===== config.mk =====
export PLATFORM = sky130hd
export DESIGN_NAME = ahb_master_ctrl
export DESIGN_NICKNAME = d
export VERILOG_FILES = /design/src/rtl/ahb_master_ctrl.sv
export SDC_FILE = /design/constraint.sdc
export NUM_CORES = 1
export LEC_CHECK = 0
export CAP_MARGIN = 20
export CORE_UTILIZATION = 45
export CTS_BUF_LIST = sky130_fd_sc_hd__clkbuf_2 sky130_fd_sc_hd__clkbuf_4 sky130_fd_sc_hd__clkbuf_8
export DETAILED_ROUTE_END_ITERATION = 16
export GPL_TIMING_DRIVEN = 0
export PLACE_DENSITY_LB_ADDON = 0.2
export SLEW_MARGIN = 20
export SYNTH_ARGS = -nofsm -noshare
export SYNTH_HDL_FRONTEND = slang
export SYNTH_SLANG_ARGS = --single-unit

===== constraint.sdc =====
create_clock -name clk -period 2.3 [get_ports clk]
set_input_delay 0.23 -clock clk [delete_from_list [all_inputs] [get_ports clk]]
set_output_delay 0.23 -clock clk [all_outputs]
set_load 0.05 [all_outputs]

===== src/rtl/ahb_master_ctrl.sv =====
// rtl/ahb_master_ctrl.sv - single-transfer AHB-Lite master driven by a register-bank command
// Issues one NONSEQ word transfer per accepted start and reports done/err/timeout.
module ahb_master_ctrl #(
  parameter int TIMEOUT = 16
) (
  input  logic        clk,
  input  logic        hresetn,
  input  logic        start,
  input  logic        cmd_write,
  input  logic [31:0] cmd_addr,
  input  logic [31:0] cmd_wdata,
  output logic        busy,
  output logic        done,
  output logic        err,
  output logic        timeout,
  output logic [31:0] rdata,
  output logic        rd_valid,
  output logic [31:0] haddr,
  output logic [1:0]  htrans,
  output logic        hwrite,
  output logic [2:0]  hsize,
  output logic [31:0] hwdata,
  input  logic [31:0] hrdata,
  input  logic        hready,
  input  logic        hresp
);

  localparam logic [1:0] S_IDLE = 2'd0;
  localparam logic [1:0] S_ADDR = 2'd1;
  localparam logic [1:0] S_DATA = 2'd2;
  localparam logic [1:0] S_ERR  = 2'd3;

  localparam logic [1:0] TR_IDLE   = 2'b00;
  localparam logic [1:0] TR_NONSEQ = 2'b10;

  // Counter is wide enough to hold TIMEOUT itself, never narrower than 5 bits.
  localparam int CW = ($clog2(TIMEOUT + 1) > 5) ? $clog2(TIMEOUT + 1) : 5;
  localparam logic [CW-1:0] TO_VAL = CW'(TIMEOUT);

  logic [1:0]    state_q, state_d;
  logic [CW-1:0] cnt_q, cnt_d, cnt_inc;
  logic [31:0]   haddr_q, haddr_d;
  logic [31:0]   hwdata_q, hwdata_d;
  logic [31:0]   rdata_q, rdata_d;
  logic [1:0]    htrans_q, htrans_d;
  logic          hwrite_q, hwrite_d;
  logic          busy_q, busy_d;
  logic          done_q, done_d;
  logic          err_q, err_d;
  logic          rd_valid_q, rd_valid_d;
  logic          timeout_q, timeout_d;
  logic          wait_expired;

  assign cnt_inc      = cnt_q + 1'b1;
  assign wait_expired = (cnt_inc == TO_VAL);

  always_comb begin
    state_d    = state_q;
    cnt_d      = cnt_q;
    haddr_d    = haddr_q;
    hwdata_d   = hwdata_q;
    rdata_d    = rdata_q;
    htrans_d   = htrans_q;
    hwrite_d   = hwrite_q;
    timeout_d  = timeout_q;
    done_d     = 1'b0;
    err_d      = 1'b0;
    rd_valid_d = 1'b0;

    case (state_q)
      S_IDLE: begin
        htrans_d = TR_IDLE;
        cnt_d    = '0;
        if (start) begin
          haddr_d   = cmd_addr;
          hwrite_d  = cmd_write;
          hwdata_d  = cmd_wdata;
          timeout_d = 1'b0;
          htrans_d  = TR_NONSEQ;
          state_d   = S_ADDR;
        end
      end
      S_ADDR: begin
        if (hready) begin
          htrans_d = TR_IDLE;
          cnt_d    = '0;
          state_d  = S_DATA;
        end else if (wait_expired) begin
          htrans_d  = TR_IDLE;
          cnt_d     = '0;
          err_d     = 1'b1;
          timeout_d = 1'b1;
          state_d   = S_IDLE;
        end else begin
          cnt_d = cnt_inc;
        end
      end
      S_DATA: begin
        if (hresp) begin
          // An ERROR seen with hready already high skips the second ERR cycle.
          cnt_d   = '0;
          state_d = hready ? S_IDLE : S_ERR;
          err_d   = hready;
        end else if (hready) begin
          cnt_d      = '0;
          done_d     = 1'b1;
          rd_valid_d = ~hwrite_q;
          if (!hwrite_q) begin
            rdata_d = hrdata;
          end
          state_d = S_IDLE;
        end else if (wait_expired) begin
          cnt_d     = '0;
          err_d     = 1'b1;
          timeout_d = 1'b1;
          state_d   = S_IDLE;
        end else begin
          cnt_d = cnt_inc;
        end
      end
      S_ERR: begin
        if (hready) begin
          cnt_d   = '0;
          err_d   = 1'b1;
          state_d = S_IDLE;
        end else if (wait_expired) begin
          cnt_d     = '0;
          err_d     = 1'b1;
          timeout_d = 1'b1;
          state_d   = S_IDLE;
        end else begin
          cnt_d = cnt_inc;
        end
      end
      default: begin
        htrans_d = TR_IDLE;
        cnt_d    = '0;
        state_d  = S_IDLE;
      end
    endcase

    busy_d = (state_d != S_IDLE);
  end

  always_ff @(posedge clk or negedge hresetn) begin
    if (!hresetn) begin
      state_q    <= S_IDLE;
      cnt_q      <= '0;
      haddr_q    <= '0;
      hwdata_q   <= '0;
      rdata_q    <= '0;
      htrans_q   <= TR_IDLE;
      hwrite_q   <= 1'b0;
      busy_q     <= 1'b0;
      done_q     <= 1'b0;
      err_q      <= 1'b0;
      rd_valid_q <= 1'b0;
      timeout_q  <= 1'b0;
    end else begin
      state_q    <= state_d;
      cnt_q      <= cnt_d;
      haddr_q    <= haddr_d;
      hwdata_q   <= hwdata_d;
      rdata_q    <= rdata_d;
      htrans_q   <= htrans_d;
      hwrite_q   <= hwrite_d;
      busy_q     <= busy_d;
      done_q     <= done_d;
      err_q      <= err_d;
      rd_valid_q <= rd_valid_d;
      timeout_q  <= timeout_d;
    end
  end

  assign busy     = busy_q;
  assign done     = done_q;
  assign err      = err_q;
  assign timeout  = timeout_q;
  assign rdata    = rdata_q;
  assign rd_valid = rd_valid_q;
  assign haddr    = haddr_q;
  assign htrans   = htrans_q;
  assign hwrite   = hwrite_q;
  assign hsize    = 3'b010;
  assign hwdata   = hwdata_q;

endmodule

==> flow_summary.ini, run 1 <==
[synth]
yosysTopAreaCell = dfrtp_1
synthDominantCellAreaShare = 0.6465
synth_area_leaders = dfrtp_1, mux2_2, buf_6, buf_4, nor2_1
yosys_register_bits = 110
ys_seq_area_frac = 0.6465
ys_types = 30
yosys_warnings = 0
synth.avg_cell_area_um2 = 15.77
synth_cells = 270
synthesis.area_mm2 = 0.004258

[route]
dr.pass1.iters = 5
ant_nets = 0
maxUsedRoutingLayer = met4
vias = 2966
drt-vias-per-instance = 4.902
drc_errors = 0
met2WireLength_um = 5077
avgRoutedWirePerCell_um = 16.82
dr_wl_met3_um = 850
wl_um = 10170
wl_met1_um = 4148
first_iter_violations = 69

[sta]
final-hold-violation-count = 0
period_share = 0.8074
rsz0062_at_grt = false
setup_tns_ns = 0
slew_headroom = 0.5977
setup_violations = 0
finClkSkew_ns = 0.01142
layout_min_cycle_time_ns = 1.857
tightest_slew_ns = 0.5989
maxSlewViolCount = 0
worst_hold_slack_ns = 0.3841
clock.fmax_ghz = 0.5385

[critical_path]
crit_chain = clkdlybuf4s50_1
cp_max_fo = 3
crit_arrival_ns = 1.63
cp-start-kind = flop
cp-end-kind = output pin
rrSetupSlack_ns = 0.48
cp-startpoint = hwrite
path_delay_family = buffers and inverters
critPathMaxStageDelay_ns = 0.85
timing.rr.start = state_q[0]
crit_buf_inv = 1
required_ns = 2.07
worstReg2RegEnd = rdata[11]
ff2ff_path_depth = 4
endpoint = hwrite
worst_path_max_delay_cell = clkdlybuf4s50_1
critPathKind = flop to output pin
worst-path-stages = 1

[global_route]
grt_overflow = 0
grt_antenna_before_repair = 0
grt_pass1_wl_um = 16140
grt_usage = 0.2099
grt_pass1_vias = 3078
grt_max_degree = 59

[placed_design]
dp_hpwl_um = 7758
place.port_buffers = 204
place.gp.congestion = 0.8037

[cts]
ctsLongestPathBuffers = 2
cts_tree = built
numClockSinks = 110
cts_root_buf = clkbuf_8
clkLatencyLatePin_ns = 0.36
ctsHtreeMaxLevel = 3
cts.repair.resized = 0
numCtsBuffers = 9
clkTransAtPathRegs_ns = 0.11

[finish]
area_delta_synth_final_pct = 57.18
fillers = 642
n_antenna_cell = 0
final_cell_mix = clkdlybuf4s50_1, dfrtp_1, mux2_2, clkbuf_8, buf_6
layout_commonest_cell = clkdlybuf4s50_1
nets = 592
drive_gt1_frac = 0.2692

[run_status]
run_status = finished clean

[floorplanning]
rows = 35
num_io_pins = 209
die_area_mm2 = 0.009855
core_mm2 = 0.009196
die_x_um = 99.27
start_util = 0.4630
die_height_um = 99.27

[power_and_ir_drop]
p_leak_uw = 0.002807
power_density_mw_per_mm2 = 1666
peakVddDrop_mv = 0.9373
p_total_uw = 11150

[min_path]
min_path_type = input port to asynchronous set/reset pin

[job]
maxCapViolCount = 0
-- cell families after synthesis --
kind of cell,Yosys count,synth area share
AOI/OAI and AO/OA,14,0.02086
xor gates and xnor gates,2,0.004115
adders and majority gates,1,0.002938
buffers and inverters,20,0.03467
DFF,110,0.6465
muxes,97,0.2565
other,2,0.001764
and+or+nand+nor,24,0.03262
-- report_power, final --
group / switching, uW / total [uW] / internal [uW]
Clock: 640 / 1210 / 566
Sequential: 455 / 3290 / 2830
Combinational: 4160 / 6660 / 2500
Total: 5260 / 11100 / 5890
-- synthesized netlist by cell type --
master    instances
dfrtp_1         110
mux2_2           96
buf_4             6
buf_6             6
nor2_1            6
nand2_1           5
buf_2             4
inv_1             4
nor3_1            4
a21oi_1           3
nor2b_1           3
conb_1            2
o21ai_0           2
o22ai_1           2
o31ai_1           2
a211oi_1          1
a31oi_1           1
a32oi_1           1
ha_1              1
mux2_1            1
nand3_1           1
nand3b_1          1
nand4_1           1
nor3b_2           1
nor4_4            1
o21ai_1           1
o311ai_0          1
or2_2             1
xnor2_1           1
xor2_1            1
-- through the flow --
step,area [um2],worst slack [ns],std cells,utilization
CTS,6693,0.4242,605,0.7278
finish,6693,0.4430,605,0.7278
floorplan,4265,0.6242,272,-
global route,6693,0.3142,605,0.7278
detailed placement,6475,0.1815,588,0.7041
global placement,6446,-3.115,587,0.7010
-- how the worst min path moves through the flow --
stage,endpoint,depth (start not counted),slack (ns),from
6_report,haddr[27],2,0.38,hresetn
5_1_grt,haddr[27],2,0.42,hresetn
4_1_cts,haddr[27],2,0.41,hresetn
3_5_place_dp,haddr[27],1,0.22,hresetn
3_3_place_gp,rdata[4],1,0.47,rdata[4]
2_1_floorplan,busy,0,-0.07,hresetn
-- layout make-up --
cell class | instances | area [um2] | area share
timing repair buffer | 206 | 2081 | 0.3109
sequential | 110 | 2753 | 0.4113
clock inverter | 4 | 55.05 | 0.008226
clock buffer | 12 | 152.6 | 0.02281
multi-input combinational | 142 | 1365 | 0.2040
inverter | 4 | 15.01 | 0.002243
buffer | 16 | 132.6 | 0.01982
tap | 111 | 138.9 | 0.02075
-- sequential cells by signal (all words and copies together), names as in the netlist --
| signal | count |
|---|---|
| busy | 1 |
| timeout | 1 |
| hwdata | 32 |
| cnt_q | 5 |
| htrans | 1 |
| done | 1 |
| haddr | 32 |
| rd_valid | 1 |
| hwrite | 1 |
| state_q | 2 |
| err | 1 |
| rdata | 32 |
-- metal layers --
layer,global-route usage,up-vias
met5,0,-
met4,0.05090,0
met3,0.06044,9
met2,0.3568,133
met1,0.2661,1452
li1,-,1372
-- what timing repair did --
action,in CTS,in global routing
setup buffers,0,0
hold endpoints to repair,52,0
hold buffers,1,0
(Power assumes the default switching activity.)
==> run 2: changes to the inputs <==
CORE_UTILIZATION = 38   (was 45)
clock period = 1.7 ns   (was 2.3 ns; I/O delays follow)
==> flow_summary.ini, run 2 (synthesized netlist as in run 1, its figures left out) <==
[sta]
period_share = 0.9638
finClkSkew_ns = 0.01272
clock.fmax_ghz = 0.6103
maxSlewViolCount = 0
setup_violations = 0
final-hold-violation-count = 0
worst_hold_slack_ns = 0.3612
rsz0062_at_grt = false
layout_min_cycle_time_ns = 1.639
tightest_slew_ns = 0.5943
slew_headroom = 0.6038
finalWorstSetupSlack_ns = 0.06148

[power_and_ir_drop]
power_density_mw_per_mm2 = 2111
peakVddDrop_mv = 1.103
p_total_uw = 14270
p_leak_uw = 0.003297

[finish]
fillers = 919
layout_commonest_cell = dfrtp_1
nets = 595
final-seq-area_mm2 = 0.002753
multi_input_area_mm2 = 0.001374
drive_gt1_frac = 0.2757
area_delta_synth_final_pct = 58.68
n_antenna_cell = 0
final_cell_area_mm2 = 0.006756
stdcell_count = 637
final_cell_mix = dfrtp_1, clkdlybuf4s50_1, mux2_2, dlygate4sd2_1, dlymetal6s2s_1

[cts]
cts_tree = built
numCtsBuffers = 9
ctsLongestPathBuffers = 2
numClockSinks = 110
cts_root_buf = clkbuf_8
clkLatencyLatePin_ns = 0.35
ctsHtreeMaxLevel = 3
clkTransAtPathRegs_ns = 0.10

[route]
vias = 2986
ant_nets = 0
wl_um = 9456
first_iter_violations = 48
avgRoutedWirePerCell_um = 14.84
drt-vias-per-instance = 4.688
drc_errors = 0
dr.pass1.iters = 5

[global_route]
grt_antenna_before_repair = 0
grt_usage = 0.1646
grt_max_degree = 65
grt_overflow = 0
grt_pass1_wl_um = 14750
grt_pass1_vias = 3061

[placed_design]
place.port_buffers = 204
dp.cells = 617
dp_hpwl_um = 7154
dp_slack_ns = -0.3448
place.gp.congestion = 0.7358
placed_cell_area_mm2 = 0.006511

[min_path]
min_path_type = input port to asynchronous set/reset pin

[critical_path]
crit_arrival_ns = 1.47
critPathKind = flop to output pin
rrSetupSlack_ns = 0.09
cp_max_fo = 1
path_delay_family = buffers and inverters
crit_buf_inv = 1
cp-end-kind = output pin
crit_chain = clkdlybuf4s50_1
ff2ff_path_depth = 5
critPathMaxStageDelay_ns = 0.80
timing.rr.start = state_q[0]
worstReg2RegEnd = hwdata[27]
worst_path_max_delay_cell = clkdlybuf4s50_1
required_ns = 1.53
cp-start-kind = flop

[floorplanning]
start_util = 0.3911
die_height_um = 107.9
die_area_mm2 = 0.01163
rows = 38
die_x_um = 107.9
num_io_pins = 209
core_mm2 = 0.01089

[job]
maxCapViolCount = 0

[run_status]
run_status = finished clean
[run 2: power breakdown]
group	switching, uW	leakage [uW]	total, uW	internal (uW)
Clock	850	0.0000896	1460	614
Sequential	561	0.00134	4390	3830
Combinational	5600	0.00187	8410	2810
[run 2: cell type report]
cell class,instances,area share
well taps,140,0.02593
repair buffers,209,0.3104
clock inverters,4,0.004815
flip-flops and latches,110,0.4074
inverters,4,0.002222
clock buffers,12,0.02259
plain buffers,16,0.02333
multi-input cells,142,0.2033
[run 2: repair_timing]
item,CTS,global route
endpoints found under the hold margin,63,0
gates resized for setup,75,37
buffers inserted,2,1
hold buffers,1,0
setup endpoints to repair,164,79
pin swaps,2,1
[run 2: routing by layer]
layer / track usage / up-vias / wire, um
met2: 0.2894 / 111 / 4948
met3: 0.04903 / 15 / 669
met1: 0.1892 / 1474 / 3666
li1: - / 1386 / -
met4: 0.05773 / 0 / 172
met5: 0 / - / 0
[run 2: how the worst max path moves through the flow]
stage               start          to  slack [ns]  cells past startpoint
2_1_floorplan      hwrite   rdata[10]        0.02                      3
3_3_place_gp      hresetn  hwdata[22]       -3.76                      1
3_5_place_dp        start   haddr[30]       -0.34                      5
4_1_cts        hwdata[21]  hwdata[21]       0.001                      1
5_1_grt        state_q[0]    haddr[5]      0.0007                      5
6_report              err         err        0.06                      1
[run 2: through the flow]
| step | setup TNS (ns) | util |
|---|---|---|
| 2_1_floorplan | 0 | - |
| 3_3_place_gp | -437.69 | 0.5954 |
| 3_5_place_dp | -25.59 | 0.5980 |
| 4_1_cts | 0 | 0.6109 |
| 5_1_grt | 0 | 0.6205 |
| 6_report | 0 | 0.6205 |
